===== src/rtl/fetch_pkg.sv =====
// Shared types and constants for the instruction fetch stage.
package fetch_pkg;

   localparam int unsigned     XLEN        = 32;
   localparam int unsigned     INSTR_BYTES = 4;
   localparam logic [XLEN-1:0] RESET_PC    = 32'h0000_0000;
   localparam logic [XLEN-1:0] NOP_INSTR   = 32'h0000_0013;

   typedef enum logic [1:0] {
      WAIT  = 2'd0,
      FETCH = 2'd1,
      FLUSH = 2'd2
   } fetch_state_t;

   typedef struct packed {
      logic [XLEN-1:0] pc;
      logic [XLEN-1:0] instr;
   } fetch_entry_t;

endpackage


===== src/rtl/fetch_fifo.sv =====
// Synchronous FIFO of fetched {pc,instr} entries; flush dominates push.
// Head is read straight from the storage flops, so a push is never visible the same cycle.
module fetch_fifo
   import fetch_pkg::*;
#(
   parameter int unsigned DEPTH = 4
) (
   input  logic                     clk,
   input  logic                     rst,
   input  logic                     push,
   input  fetch_entry_t             push_data,
   input  logic                     pop,
   input  logic                     flush,
   output fetch_entry_t             head,
   output logic                     full,
   output logic                     empty,
   output logic [$clog2(DEPTH):0]   count
);

   localparam int unsigned PW = $clog2(DEPTH);
   localparam int unsigned CW = PW + 1;

   fetch_entry_t  mem_q [DEPTH];
   fetch_entry_t  mem_d [DEPTH];
   logic [PW-1:0] wr_ptr_q, wr_ptr_d;
   logic [PW-1:0] rd_ptr_q, rd_ptr_d;
   logic [CW-1:0] count_q, count_d;
   logic          empty_q, empty_d;
   logic          full_q, full_d;
   logic          push_ok, pop_ok;

   // A push into a full queue is only legal when the head leaves the same cycle.
   assign pop_ok  = pop && !empty_q;
   assign push_ok = push && (!full_q || pop_ok);

   always_comb begin
      mem_d    = mem_q;
      wr_ptr_d = wr_ptr_q;
      rd_ptr_d = rd_ptr_q;
      count_d  = count_q;
      if (flush) begin
         wr_ptr_d = '0;
         rd_ptr_d = '0;
         count_d  = '0;
      end else begin
         if (push_ok) begin
            mem_d[wr_ptr_q] = push_data;
            wr_ptr_d        = wr_ptr_q + PW'(1);
         end
         if (pop_ok) begin
            rd_ptr_d = rd_ptr_q + PW'(1);
         end
         count_d = count_q + CW'(push_ok) - CW'(pop_ok);
      end
      empty_d = (count_d == '0);
      full_d  = (count_d == CW'(DEPTH));
   end

   always_ff @(posedge clk or negedge rst) begin
      if (!rst) begin
         for (int i = 0; i < int'(DEPTH); i++) begin
            mem_q[i] <= '0;
         end
         wr_ptr_q <= '0;
         rd_ptr_q <= '0;
         count_q  <= '0;
         empty_q  <= 1'b1;
         full_q   <= 1'b0;
      end else begin
         mem_q    <= mem_d;
         wr_ptr_q <= wr_ptr_d;
         rd_ptr_q <= rd_ptr_d;
         count_q  <= count_d;
         empty_q  <= empty_d;
         full_q   <= full_d;
      end
   end

   assign head  = mem_q[rd_ptr_q];
   assign full  = full_q;
   assign empty = empty_q;
   assign count = count_q;

endmodule


===== src/rtl/instr_fetch_queue.sv =====
// Fetch stage: owns the fetch PC, issues credit-limited memory requests and queues words for decode.
// Optional FETCH_PERF_EN adds fetch/flush/stall performance counters.
module instr_fetch_queue #(
   parameter int unsigned     XLEN     = fetch_pkg::XLEN,
   parameter int unsigned     DEPTH    = 4,
   parameter logic [XLEN-1:0] RESET_PC = fetch_pkg::RESET_PC
) (
   input  logic            clk,
   input  logic            rst,
   input  logic            redirect_valid,
   input  logic [XLEN-1:0] redirect_pc,
   output logic            imem_req_valid,
   input  logic            imem_req_ready,
   output logic [XLEN-1:0] imem_req_addr,
   input  logic            imem_rsp_valid,
   input  logic [XLEN-1:0] imem_rsp_data,
   output logic            if_valid,
   input  logic            if_ready,
   output logic [XLEN-1:0] if_instr,
   output logic [XLEN-1:0] if_pc
`ifdef FETCH_PERF_EN
   ,
   output logic [31:0]     perf_fetch_cnt,
   output logic [31:0]     perf_flush_cnt,
   output logic [31:0]     perf_stall_cnt
`endif
);

   localparam int unsigned     CW         = $clog2(DEPTH) + 1;
   localparam logic [XLEN-1:0] ALIGN_MASK = ~XLEN'(3);
   localparam logic [XLEN-1:0] PC_STEP    = XLEN'(fetch_pkg::INSTR_BYTES);
   localparam logic [XLEN-1:0] RESET_AL   = RESET_PC & ALIGN_MASK;
   localparam logic [CW:0]     CREDITS    = (CW+1)'(DEPTH);

   fetch_pkg::fetch_state_t state_q, state_d;
   logic [XLEN-1:0]         fetch_pc_q, fetch_pc_d;
   logic [XLEN-1:0]         rsp_pc_q, rsp_pc_d;
   logic [XLEN-1:0]         req_addr_q, req_addr_d;
   logic                    req_valid_q, req_valid_d;
   logic [CW-1:0]           inflight_q, inflight_d;
   logic [CW-1:0]           drop_cnt_q, drop_cnt_d;
   logic [CW-1:0]           occ_next;
   logic [CW:0]             credit_used;
   logic [XLEN-1:0]         redirect_al;

   logic                    fire, pop, push, rsp_drop;
   logic                    fifo_full, fifo_empty;
   logic [CW-1:0]           fifo_count;
   fetch_pkg::fetch_entry_t push_entry, head_entry;

   assign redirect_al = redirect_pc & ALIGN_MASK;
   assign fire        = req_valid_q && imem_req_ready;
   assign pop         = !fifo_empty && if_ready;
   assign rsp_drop    = imem_rsp_valid && (drop_cnt_q != '0);
   assign push        = imem_rsp_valid && !rsp_drop && (!fifo_full || pop);
   assign push_entry  = '{pc: rsp_pc_q, instr: imem_rsp_data};

   fetch_fifo #(.DEPTH(DEPTH)) u_fifo (
      .clk       (clk),
      .rst       (rst),
      .push      (push),
      .push_data (push_entry),
      .pop       (pop),
      .flush     (redirect_valid),
      .head      (head_entry),
      .full      (fifo_full),
      .empty     (fifo_empty),
      .count     (fifo_count)
   );

   // Next fetch state; a redirect overrides everything else in the cycle.
   always_comb begin
      state_d    = state_q;
      fetch_pc_d = fire ? fetch_pc_q + PC_STEP : fetch_pc_q;
      rsp_pc_d   = push ? rsp_pc_q + PC_STEP : rsp_pc_q;
      inflight_d = inflight_q + CW'(fire) - CW'(imem_rsp_valid);
      drop_cnt_d = drop_cnt_q - CW'(rsp_drop);
      occ_next   = fifo_count + CW'(push) - CW'(pop);

      unique case (state_q)
         fetch_pkg::WAIT:  state_d = fetch_pkg::FETCH;
         fetch_pkg::FETCH: state_d = fetch_pkg::FETCH;
         fetch_pkg::FLUSH: if (drop_cnt_q == '0) state_d = fetch_pkg::FETCH;
         default:          state_d = fetch_pkg::WAIT;
      endcase

      if (redirect_valid) begin
         fetch_pc_d = redirect_al;
         rsp_pc_d   = redirect_al;
         drop_cnt_d = inflight_d;
         occ_next   = '0;
         if (state_q == fetch_pkg::FLUSH ||
             (state_q == fetch_pkg::FETCH && inflight_d != '0)) begin
            state_d = fetch_pkg::FLUSH;
         end
      end

      // Credit rule: buffered plus outstanding words never exceed the queue depth.
      credit_used = {1'b0, occ_next} + {1'b0, inflight_d};
      req_valid_d = (state_d == fetch_pkg::FETCH) && (credit_used < CREDITS);
      req_addr_d  = fetch_pc_d & ALIGN_MASK;
   end

   always_ff @(posedge clk or negedge rst) begin
      if (!rst) begin
         state_q     <= fetch_pkg::WAIT;
         fetch_pc_q  <= RESET_AL;
         rsp_pc_q    <= RESET_AL;
         req_addr_q  <= RESET_AL;
         req_valid_q <= 1'b0;
         inflight_q  <= '0;
         drop_cnt_q  <= '0;
      end else begin
         state_q     <= state_d;
         fetch_pc_q  <= fetch_pc_d;
         rsp_pc_q    <= rsp_pc_d;
         req_addr_q  <= req_addr_d;
         req_valid_q <= req_valid_d;
         inflight_q  <= inflight_d;
         drop_cnt_q  <= drop_cnt_d;
      end
   end

   assign imem_req_valid = req_valid_q;
   assign imem_req_addr  = req_addr_q;
   assign if_valid       = !fifo_empty;
   assign if_instr       = head_entry.instr;
   assign if_pc          = head_entry.pc;

`ifdef FETCH_PERF_EN
   logic [31:0] perf_fetch_q, perf_fetch_d;
   logic [31:0] perf_flush_q, perf_flush_d;
   logic [31:0] perf_stall_q, perf_stall_d;

   always_comb begin
      perf_fetch_d = perf_fetch_q + 32'(fire);
      perf_flush_d = perf_flush_q + 32'(redirect_valid);
      perf_stall_d = perf_stall_q + 32'(if_ready && fifo_empty);
   end

   always_ff @(posedge clk or negedge rst) begin
      if (!rst) begin
         perf_fetch_q <= '0;
         perf_flush_q <= '0;
         perf_stall_q <= '0;
      end else begin
         perf_fetch_q <= perf_fetch_d;
         perf_flush_q <= perf_flush_d;
         perf_stall_q <= perf_stall_d;
      end
   end

   assign perf_fetch_cnt = perf_fetch_q;
   assign perf_flush_cnt = perf_flush_q;
   assign perf_stall_cnt = perf_stall_q;
`endif

endmodule


===== config.mk =====
export PLATFORM = sky130hd
export DESIGN_NAME = instr_fetch_queue
export DESIGN_NICKNAME = d
export VERILOG_FILES = /design/src/rtl/fetch_pkg.sv /design/src/rtl/fetch_fifo.sv /design/src/rtl/instr_fetch_queue.sv
export SDC_FILE = /design/constraint.sdc
export NUM_CORES = 1
export LEC_CHECK = 0
export ABC_CLOCK_PERIOD_IN_PS = 3700
export CAP_MARGIN = 20
export CORE_ASPECT_RATIO = 1.5
export CORE_UTILIZATION = 45
export CTS_BUF_LIST = sky130_fd_sc_hd__clkbuf_8 sky130_fd_sc_hd__clkbuf_16
export DETAILED_ROUTE_END_ITERATION = 10
export PLACE_DENSITY_LB_ADDON = 0.15
export SYNTH_ARGS = -nofsm -noshare
export SYNTH_HDL_FRONTEND = slang
export SYNTH_HIERARCHICAL = 1
export SYNTH_SLANG_ARGS = --single-unit

===== constraint.sdc =====
create_clock -name clk -period 3.7 [get_ports clk]
set_clock_uncertainty 0.15 [all_clocks]
set_input_delay 0.37 -clock clk [delete_from_list [all_inputs] [get_ports clk]]
set_output_delay 0.37 -clock clk [all_outputs]
set_load 0.02 [all_outputs]

==> run_results.csv, run 1 <==
group,metric,value,unit
clock_tree,clk_pin_slew,60,ps
logic_synthesis,synth_top_area_cell,"dfrtp_1",
finish,regArea,8360,um^2
critical_path,cp.required,3180,ps
finish,syn2layout_area_growth,21.5,%
logic_synthesis,synthTopCellsByArea,"dfrtp_1 53%, mux2_2 19%, mux4_2 9.2%",
floorplanning,die-width,155,um
outcome,status,"complete, no violations",
logic_synthesis,ys_warn_count,6,
timing,max_freq,306,MHz
logic_synthesis,muxShareOfSynthArea,30.3,%
finish,n_antenna_cell,0,
power_and_ir_drop,cellPowerDensity,623,nW/um^2
floorplanning,coreArea,34400,um^2
logic_synthesis,synth-simple-area-share,5.80,%
logic_synthesis,yosysSeqAreaShare,53.1,%
routing,routed_wl,34.3,mm
timing,finalCritPeriodShare,88.2,%
routing,drtPass1Iterations,4,
clock_tree,insertion_delay,530,ps
timing,setup-violations-final,0,
floorplanning,dieHeight,231,um
logic_synthesis,synth_edf_count,0,
logic_synthesis,synth_compound_area_share,2.55,%
logic_synthesis,async_flop_share,100,%
routing,viasPerCell,5.37,
global_routing,grt_first_pass_wirelength,55.4,mm
placed_design,gp_congestion,0.792,
floorplanning,die_area,35700,um^2
global_routing,antenna_found_initial,0,
timing,worst_slew_pin_slew,837,ps
logic_synthesis,ys_types,52,
finish,fillers,2879,
flow_run,drv_cap,0,
power_and_ir_drop,ir_drop,0.332,mV
floorplanning,row_count,83,
logic_synthesis,syn_inst,1068,
finish,final_cell_count_no_fill,1736,
clock_tree,numCtsBuffers,36,
global_routing,grt_max_degree,101,
timing,slew_headroom,43.7,%
logic_synthesis,synth_top_family_by_area,"multiplexers",
critical_path,critPathArrivalTime,2740,ps
finish,final_nets,1333,
finish,multi_input_area,6880,um^2
routing,dr.first_iter.drc_count,352,
finish,mostFrequentLayoutCells,"331 x dfrtp_1, 266 x mux2_2, 162 x clkdlybuf4s50_1",
routing,avgRoutedWirePerCell,19.8,um
logic_synthesis,synth_xor_area_share,3.15,%
routing,postRouteAntennaNets,0,
clock_tree,post_cts_buffers,0,
hold_path,min_path_type,"input port to async pin",
timing,min_period,3260,ps
critical_path,crit_fanout,22,
clock_tree,clkSinkCount,334,
placed_design,portBuffers,163,
timing,fin_setup_tns,0,ps
critical_path,crit_type,"flop to primary output",
logic_synthesis,syn_avg_cell_area,14.7,um^2
critical_path,cp-start-kind,"flop",
timing,whs,293,ps
global_routing,grt_pass1_vias,10004,
critical_path,end_kind,"primary output",
clock_tree,cts-root-buf,"clkbuf_16",
logic_synthesis,ys.flop_type,"dfrtp_1",
floorplanning,ios,168,
routing,vias,9318,
timing,hold_viol_final,0,
clock_tree,clock_path_buffers,3,
placed_design,place_inst,1672,
logic_synthesis,syn_area,15700,um^2
global_routing,gr-usage-all-layers,20.0,%
power_and_ir_drop,total_leakage_power,8.41,nW
global_routing,grt_overflow_total,0,
timing,rsz0062_at_grt,"false",
floorplanning,start_util,45.8,%
routing,drc_errors,0,
finish,layout_commonest_cell,"dfrtp_1",
clock_tree,clock_tree.htree_level_count,2,
logic_synthesis,ys_ff_latch,334,
clock_tree,cts_tree,"done",
timing,drv_slew,0,
placed_design,place.detailed.hpwl,21.7,mm
finish,drive_gt1_share,34.6,%
logic_synthesis,synth_top_area_share,52.9,%
logic_synthesis,yosys.area_share.adder,1.65,%
==> final timing paths <==
path	startpoint	end	slack, ps	cells past startpoint
hold reg to reg	u_fifo/mem_q[117]	u_fifo/mem_q[117]	330	1
setup reg to reg	u_fifo/empty	imem_req_valid	690	12
min in group clk	redirect_pc[23]	fetch_pc_q[23]	320	3
setup / recovery	u_fifo/rd_ptr_q[0]	if_pc[4]	440	3
hold / removal	rst	u_fifo/mem_q[202]	290	2
max in group asynchronous	rst	u_fifo/mem_q[24]	2010	3
==> synthesized netlist by cell type (10+ instances only) <==
cell type / instances
a21oi_1: 18
and4_1: 10
buf_2: 11
buf_4: 13
buf_6: 18
clkbuf_1: 12
dfrtp_1: 333
ha_1: 16
inv_1: 29
mux2_1: 23
mux2_2: 266
mux4_2: 64
nand2_1: 18
nand3_1: 20
nand4_1: 17
nor2_1: 37
nor3_1: 14
xnor2_1: 33
xor2_1: 21
==> metrics by stage <==
stage	power (mW)	instance area [um^2]	worst slack [ps]	utilization (%)
after detailed placement	8.36	17900	230	52.0
after floorplan	6.89	15800	582	-
after global placement	8.28	17900	252	52.0
after CTS	12.1	19100	330	55.6
final	11.9	19100	437	55.6
after global routing	12.5	19100	286	55.6
==> registers in the layout, indices dropped and copies added, names as in the netlist, 2 cells and up <==
register         cells
drop_cnt_q           3
fetch_pc_q          30
inflight_q           3
rsp_pc_q            30
state_q              2
u_fifo/count         3
u_fifo/mem_q       256
u_fifo/rd_ptr_q      2
u_fifo/wr_ptr_q      2
==> power by group <==
group / switching (mW) / total, mW / internal (mW)
Clock: 1.46 / 3.68 / 2.23
Combinational: 1.47 / 3.34 / 1.87
Sequential: 0.490 / 4.89 / 4.40
==> cell type report <==
cell class,instances,area share (%)
inverters,30,0.589
well taps,467,3.06
clock buffers,47,5.56
clock inverters,16,0.825
multi-input cells,654,36.0
repair buffers,188,10.2
flip-flops and latches,334,43.8
==> worst max-delay path, stage by stage (launching register included) <==
cell	delay, ps
dfrtp_4	760
buf_12	290
mux4_2	590
clkdlybuf4s50_1	570
==> kinds of logic after synthesis <==
family,after synthesis
buf+inv,89
compound gates,49
mux,361
flops,334
xor+xnor,55
simple gates,160
fa+ha+maj,19
other cells,1
==> timing repair <==
| item | CTS | global route |
|---|---|---|
| gates resized for setup | 0 | 0 |
| hold endpoints to repair | 93 | 0 |
| hold buffers | 1 | 0 |
| setup endpoints to repair | 0 | 0 |
==> per-layer routing <==
layer | part of all wire [%] | global-route usage [%] | vias up | wire, um
met4 | 2.4 | 6.19 | 0 | 809
met5 | 0 | 0 | - | 0
li1 | - | - | 4230 | -
met2 | 51 | 34.8 | 206 | 17600
met3 | 3.9 | 3.07 | 51 | 1340
met1 | 42 | 25.6 | 4831 | 14600
No activity file was read; power rests on OpenSTA's default activity.
==> inputs of run 2 (changes only) <==
CTS_BUF_LIST = sky130_fd_sc_hd__clkbuf_16   (was sky130_fd_sc_hd__clkbuf_8 sky130_fd_sc_hd__clkbuf_16)
==> run 2 against run 1 <==
  * Cell count unchanged
  * Critical path depth unchanged
  * Worst hold slack got worse by 11 ps
  * Sequential power about the same
  * Fmax decreased by 0.23%
  * Clock power shrank 6.0%
==> run_results.csv, run 2 (same netlist as run 1, synthesis figures left out) <==
group,metric,value,unit
critical_path,crit_fanout,22,
finish,final_nets,1333,
routing,routed_wl,34.3,mm
finish,regArea,8360,um^2
outcome,status,"complete, no violations",
critical_path,end_kind,"primary output",
timing,slew_headroom,44.2,%
floorplanning,coreArea,34400,um^2
clock_tree,cts_tree,"done",
routing,avgRoutedWirePerCell,19.8,um
timing,max_freq,306,MHz
floorplanning,die-width,155,um
placed_design,portBuffers,163,
critical_path,crit_type,"flop to primary output",
routing,drc_errors,0,
critical_path,cp-endpoint,"if_pc[4]",
global_routing,grt_pass1_vias,10036,
critical_path,cp_cell_sequence,"buf_12 -> mux4_2 -> clkdlybuf4s50_1",
timing,setup_slack,429,ps
routing,dr.first_iter.drc_count,320,
global_routing,gr-usage-all-layers,20.0,%
power_and_ir_drop,cellPowerDensity,615,nW/um^2
timing,whs,282,ps
critical_path,startpoint,"u_fifo/rd_ptr_q[0]",
clock_tree,clock_path_buffers,3,
clock_tree,insertion_delay,530,ps
critical_path,slowest_stage,"dfrtp_4",
placed_design,gp_congestion,0.792,
critical_path,critPathArrivalTime,2750,ps
flow_run,drv_cap,0,
clock_tree,clk_pin_slew,60,ps
critical_path,r2r_cells,12,
finish,syn2layout_area_growth,20.8,%
critical_path,reg2reg_slack,690,ps
finish,multi_input_area,6880,um^2
timing,rsz0062_at_grt,"false",
clock_tree,cts-root-buf,"clkbuf_16",
finish,mostFrequentLayoutCells,"331 x dfrtp_1, 266 x mux2_2, 162 x clkdlybuf4s50_1",
finish,design_area,19000,um^2
timing,setup-violations-final,0,
routing,vias,9356,
critical_path,cp.required,3180,ps
finish,top_register,"u_fifo/mem_q",
finish,reg.largest.list,"u_fifo/mem_q x256, fetch_pc_q x30, rsp_pc_q x30",
timing,finalCritPeriodShare,88.4,%
timing,min_period,3270,ps
hold_path,min_path_type,"input port to async pin",
critical_path,r2r-start,"u_fifo/empty",
placed_design,dpl_cell_area,17900,um^2
finish,layout_commonest_cell,"dfrtp_1",
critical_path,reg2reg_to,"imem_req_valid",
clock_tree,numCtsBuffers,36,
routing,drtPass1Iterations,5,
floorplanning,ios,168,
finish,n_antenna_cell,0,
power_and_ir_drop,total_leakage_power,8.35,nW
global_routing,antenna_found_initial,0,
floorplanning,dieHeight,231,um
finish,fillers,2890,
clock_tree,clkSinkCount,334,
placed_design,place.detailed.hpwl,21.7,mm
floorplanning,die_area,35700,um^2
critical_path,max_stage_delay,770,ps
routing,viasPerCell,5.39,
global_routing,grt_overflow_total,0,
finish,finish.utilization,55.3,%
floorplanning,start_util,45.8,%
finish,drive_gt1_share,33.8,%
placed_design,place_worst_setup_slack,230,ps
critical_path,cp-start-kind,"flop",
routing,postRouteAntennaNets,0,
clock_tree,clock_tree.htree_level_count,2,
timing,fin_setup_tns,0,ps
timing,drv_slew,0,
finish,largest_register_ffs,256,
power_and_ir_drop,ir_drop,0.336,mV
timing,worst_slew_pin_slew,829,ps
timing,hold_viol_final,0,
global_routing,grt_max_degree,101,
global_routing,grt_first_pass_wirelength,55.5,mm
floorplanning,row_count,83,
[run 2: changes by cell type in the layout (fill, tap and decap cells not counted), sizes merged]
cell and delta:
clkinv +10, clkbuf -10
[run 2: metal layers]
| layer | GRT usage (%) | vias to the layer above | part of all wire [%] |
|---|---|---|---|
| li1 | - | 4223 | - |
| met1 | 25.6 | 4872 | 42 |
| met2 | 34.8 | 211 | 52 |
| met3 | 3.09 | 50 | 3.8 |
| met4 | 6.34 | 0 | 2.4 |
| met5 | 0 | - | 0 |
[run 2: power breakdown]
| part | internal [mW] | total, mW | switching, mW | leakage (nW) |
|---|---|---|---|---|
| Clock | 2.02 | 3.46 | 1.44 | 0.571 |
| Combinational | 1.87 | 3.34 | 1.47 | 3.41 |
| Sequential | 4.40 | 4.90 | 0.491 | 4.37 |
| Total | 8.29 | 11.7 | 3.40 | 8.35 |
[run 2: cell type report]
cell class	count	share of cell area, %
flip-flops and latches	334	44.0
multi-input cells	654	36.2
repair buffers	188	10.3
clock buffers	37	4.87
well taps	467	3.07
clock inverters	26	1.03
inverters	30	0.592
[run 2: per-stage QoR]
step	cells	power, mW
6_report	1736	11.7
5_1_grt	1736	12.3
4_1_cts	1736	11.9
3_5_place_dp	1672	8.36
3_3_place_gp	1672	8.28
2_1_floorplan	1077	6.89
[run 2: critical path, delay by kind of cell (launching register included)]
family / cells / cell delay (ps)
buf+inv: 2 / 850
flops: 1 / 770
mux: 1 / 590
[run 2: timing repair]
| item | 4_1_cts | 5_1_grt |
|---|---|---|
| hold buffers | 1 | 0 |
| buffers inserted | 0 | 0 |
| gates resized for setup | 0 | 0 |
| endpoints found under the hold margin | 93 | 0 |
[run 2: worst min-delay path by stage]
stage | startpoint | slack, ps | endpoint | depth (start not counted)
global route | redirect_pc[23] | 310 | fetch_pc_q[23] | 3
CTS | redirect_pc[4] | 310 | rsp_pc_q[4] | 3
global placement | rst | 310 | u_fifo/mem_q[202] | 1
floorplan | rst | -80 | drop_cnt_q[0] | 0
detailed placement | rst | 310 | u_fifo/mem_q[202] | 1
finish | rst | 280 | u_fifo/mem_q[202] | 2
==> inputs of run 3 (changes only) <==
--- a/config.mk
+++ b/config.mk
@@ -14,2 +14,3 @@
 export PLACE_DENSITY_LB_ADDON = 0.15
+export SLEW_MARGIN = 10
 export SYNTH_ARGS = -nofsm -noshare
==> constraint.sdc (replaced) <==
create_clock -name clk -period 3.7 [get_ports clk]
set_clock_uncertainty 0.15 [all_clocks]
set_input_delay 0.925 -clock clk [delete_from_list [all_inputs] [get_ports clk]]
set_output_delay 0.925 -clock clk [all_outputs]
set_load 0.02 [all_outputs]
==> run 3 against run 2 <==
  * Clock-buffer cell count did not move
  * Worst hold slack got worse by 81 ps
  * Cell count rose by 1.4%
  * Global-route usage rose by 0.41 points
  * Register-to-register slack improved by 20 ps
  * Sequential share of layout area fell by 0.75 points
  * Fmax fell by 7.2%
  * Utilization rose by 0.96 points
  * Via count rose by 1.3%
  * Setup slack got worse by 250 ps
  * First-iteration DRC count rose by 9.7%
  * Wire length rose by 1.5%
  * Critical path type unchanged
  * Largest cell class unchanged
  * Largest power group unchanged
  * Highest routed layer unchanged
==> run_results.csv, run 3 (same netlist as run 1, synthesis figures left out) <==
group,metric,value,unit
outcome,status,"complete, no violations",
clock_tree,clock_path_buffers,3,
floorplanning,row_count,83,
clock_tree,clock_tree.htree_level_count,2,
floorplanning,start_util,45.8,%
routing,postRouteAntennaNets,0,
placed_design,portBuffers,163,
power_and_ir_drop,cellPowerDensity,604,nW/um^2
clock_tree,hold_buffers,0,
routing,drtPass1Iterations,4,
global_routing,busiest_layer,"met2",
critical_path,crit_type,"flop to primary output",
floorplanning,die_area,35700,um^2
timing,drv_slew,0,
clock_tree,cts-root-buf,"clkbuf_16",
critical_path,reg2reg_slack,710,ps
global_routing,grt_max_degree,81,
timing,hold_viol_final,0,
routing,avgRoutedWirePerCell,19.8,um
placed_design,gp_congestion,0.796,
clock_tree,clk_pin_slew,60,ps
global_routing,antenna_found_initial,0,
finish,drive_gt1_share,35.5,%
critical_path,reg2reg_to,"u_fifo/full",
critical_path,cp-start-kind,"flop",
clock_tree,cts-resized-gates,0,
global_routing,grt_pass1_vias,10336,
routing,routed_wl,34.9,mm
global_routing,met3_usage,3.23,%
hold_path,min_path_type,"input port to async pin",
finish,mostFrequentLayoutCells,"331 x dfrtp_1, 266 x mux2_2, 162 x clkdlybuf4s50_1",
floorplanning,coreArea,34400,um^2
critical_path,end_kind,"primary output",
finish,top_register,"u_fifo/mem_q",
finish,final_nets,1361,
finish,reg.largest.list,"u_fifo/mem_q x256, fetch_pc_q x30, rsp_pc_q x30",
finish,finish.utilization,56.3,%
flow_run,drv_cap,0,
critical_path,cp-endpoint,"if_pc[5]",
critical_path,cp.required,2620,ps
global_routing,met2_usage,35.6,%
global_routing,grt_first_pass_wirelength,56.8,mm
power_and_ir_drop,ir_drop,0.284,mV
finish,layout_commonest_cell,"dfrtp_1",
finish,syn2layout_area_growth,22.9,%
global_routing,gr-usage-all-layers,20.4,%
timing,setup_slack,177,ps
critical_path,r2r-start,"drop_cnt_q[1]",
critical_path,r2r_cells,11,
power_and_ir_drop,total_leakage_power,8.53,nW
timing,slew_headroom,58.9,%
timing,setup-violations-final,0,
critical_path,startpoint,"u_fifo/rd_ptr_q[0]",
placed_design,place_worst_setup_slack,-220,ps
timing,finalCritPeriodShare,95.2,%
clock_tree,cts_tree,"done",
clock_tree,numCtsBuffers,34,
timing,worst_slew_pin_slew,616,ps
placed_design,place.detailed.hpwl,23.2,mm
clock_tree,clkSinkCount,334,
timing,fin_setup_tns,0,ps
clock_tree,insertion_delay,520,ps
floorplanning,die-width,155,um
critical_path,critPathArrivalTime,2450,ps
routing,drc_errors,0,
global_routing,met1_usage,25.7,%
finish,n_antenna_cell,0,
global_routing,grt_overflow_total,0,
routing,dr.first_iter.drc_count,351,
critical_path,crit_fanout,9,
timing,max_freq,284,MHz
timing,rsz0062_at_grt,"false",
floorplanning,ios,168,
routing,vias,9475,
timing,min_period,3520,ps
floorplanning,dieHeight,231,um
finish,largest_register_ffs,256,
routing,viasPerCell,5.38,
[run 3: cell type report]
type                       instances  area, um^2
fill                            2842       15000
sequential                       334        8360
multi-input combinational        654        6880
timing repair buffer             218        2310
clock buffer                      37         926
tap                              467         584
clock inverter                    21         166
inverter                          30         113
[run 3: through the flow]
stage | total power [mW] | instance area, um^2 | hold WS [ps] | instances
final | 11.7 | 19300 | 201 | 1761
after global routing | 12.3 | 19300 | 226 | 1761
after CTS | 11.9 | 19300 | 205 | 1761
after detailed placement | 8.40 | 18200 | 320 | 1701
after global placement | 8.31 | 18200 | 312 | 1701
after floorplan | 6.89 | 15800 | 302 | 1077
[run 3: per-layer routing]
metal  part of all wire [%]  vias to the layer above
met5                      0                        -
li1                       -                     4277
met3                    3.6                       63
met1                     42                     4933
met4                    2.8                        0
met2                     51                      202
[run 3: how the worst min path moves through the flow]
stage                     cells past startpoint         startpoint           endpoint
final                                         1                rst   u_fifo/mem_q[10]
after CTS                                     1                rst    u_fifo/mem_q[6]
after global routing                          1                rst   u_fifo/mem_q[10]
after floorplan                               1  u_fifo/mem_q[117]  u_fifo/mem_q[117]
after global placement                        1  u_fifo/mem_q[252]  u_fifo/mem_q[252]
after detailed placement                      1   u_fifo/mem_q[13]   u_fifo/mem_q[13]
[run 3: where the power goes]
group          leakage, nW  switching [mW]  internal, mW  total (mW)
combinational         3.60            1.47          1.91        3.38
clock                0.558            1.42          2.00        3.42
sequential            4.37           0.492          4.40        4.90
[run 3: critical path: stages, from the launching register on]
cell and delay (ps):
dfrtp_4 570, buf_4 260, mux4_2 540, clkdlybuf4s50_1 560
[run 3: what timing repair did]
item | in CTS | in global routing
setup buffers | 2 | 0
hold endpoints to repair | 0 | 0
setup endpoints to repair | 13 | 0
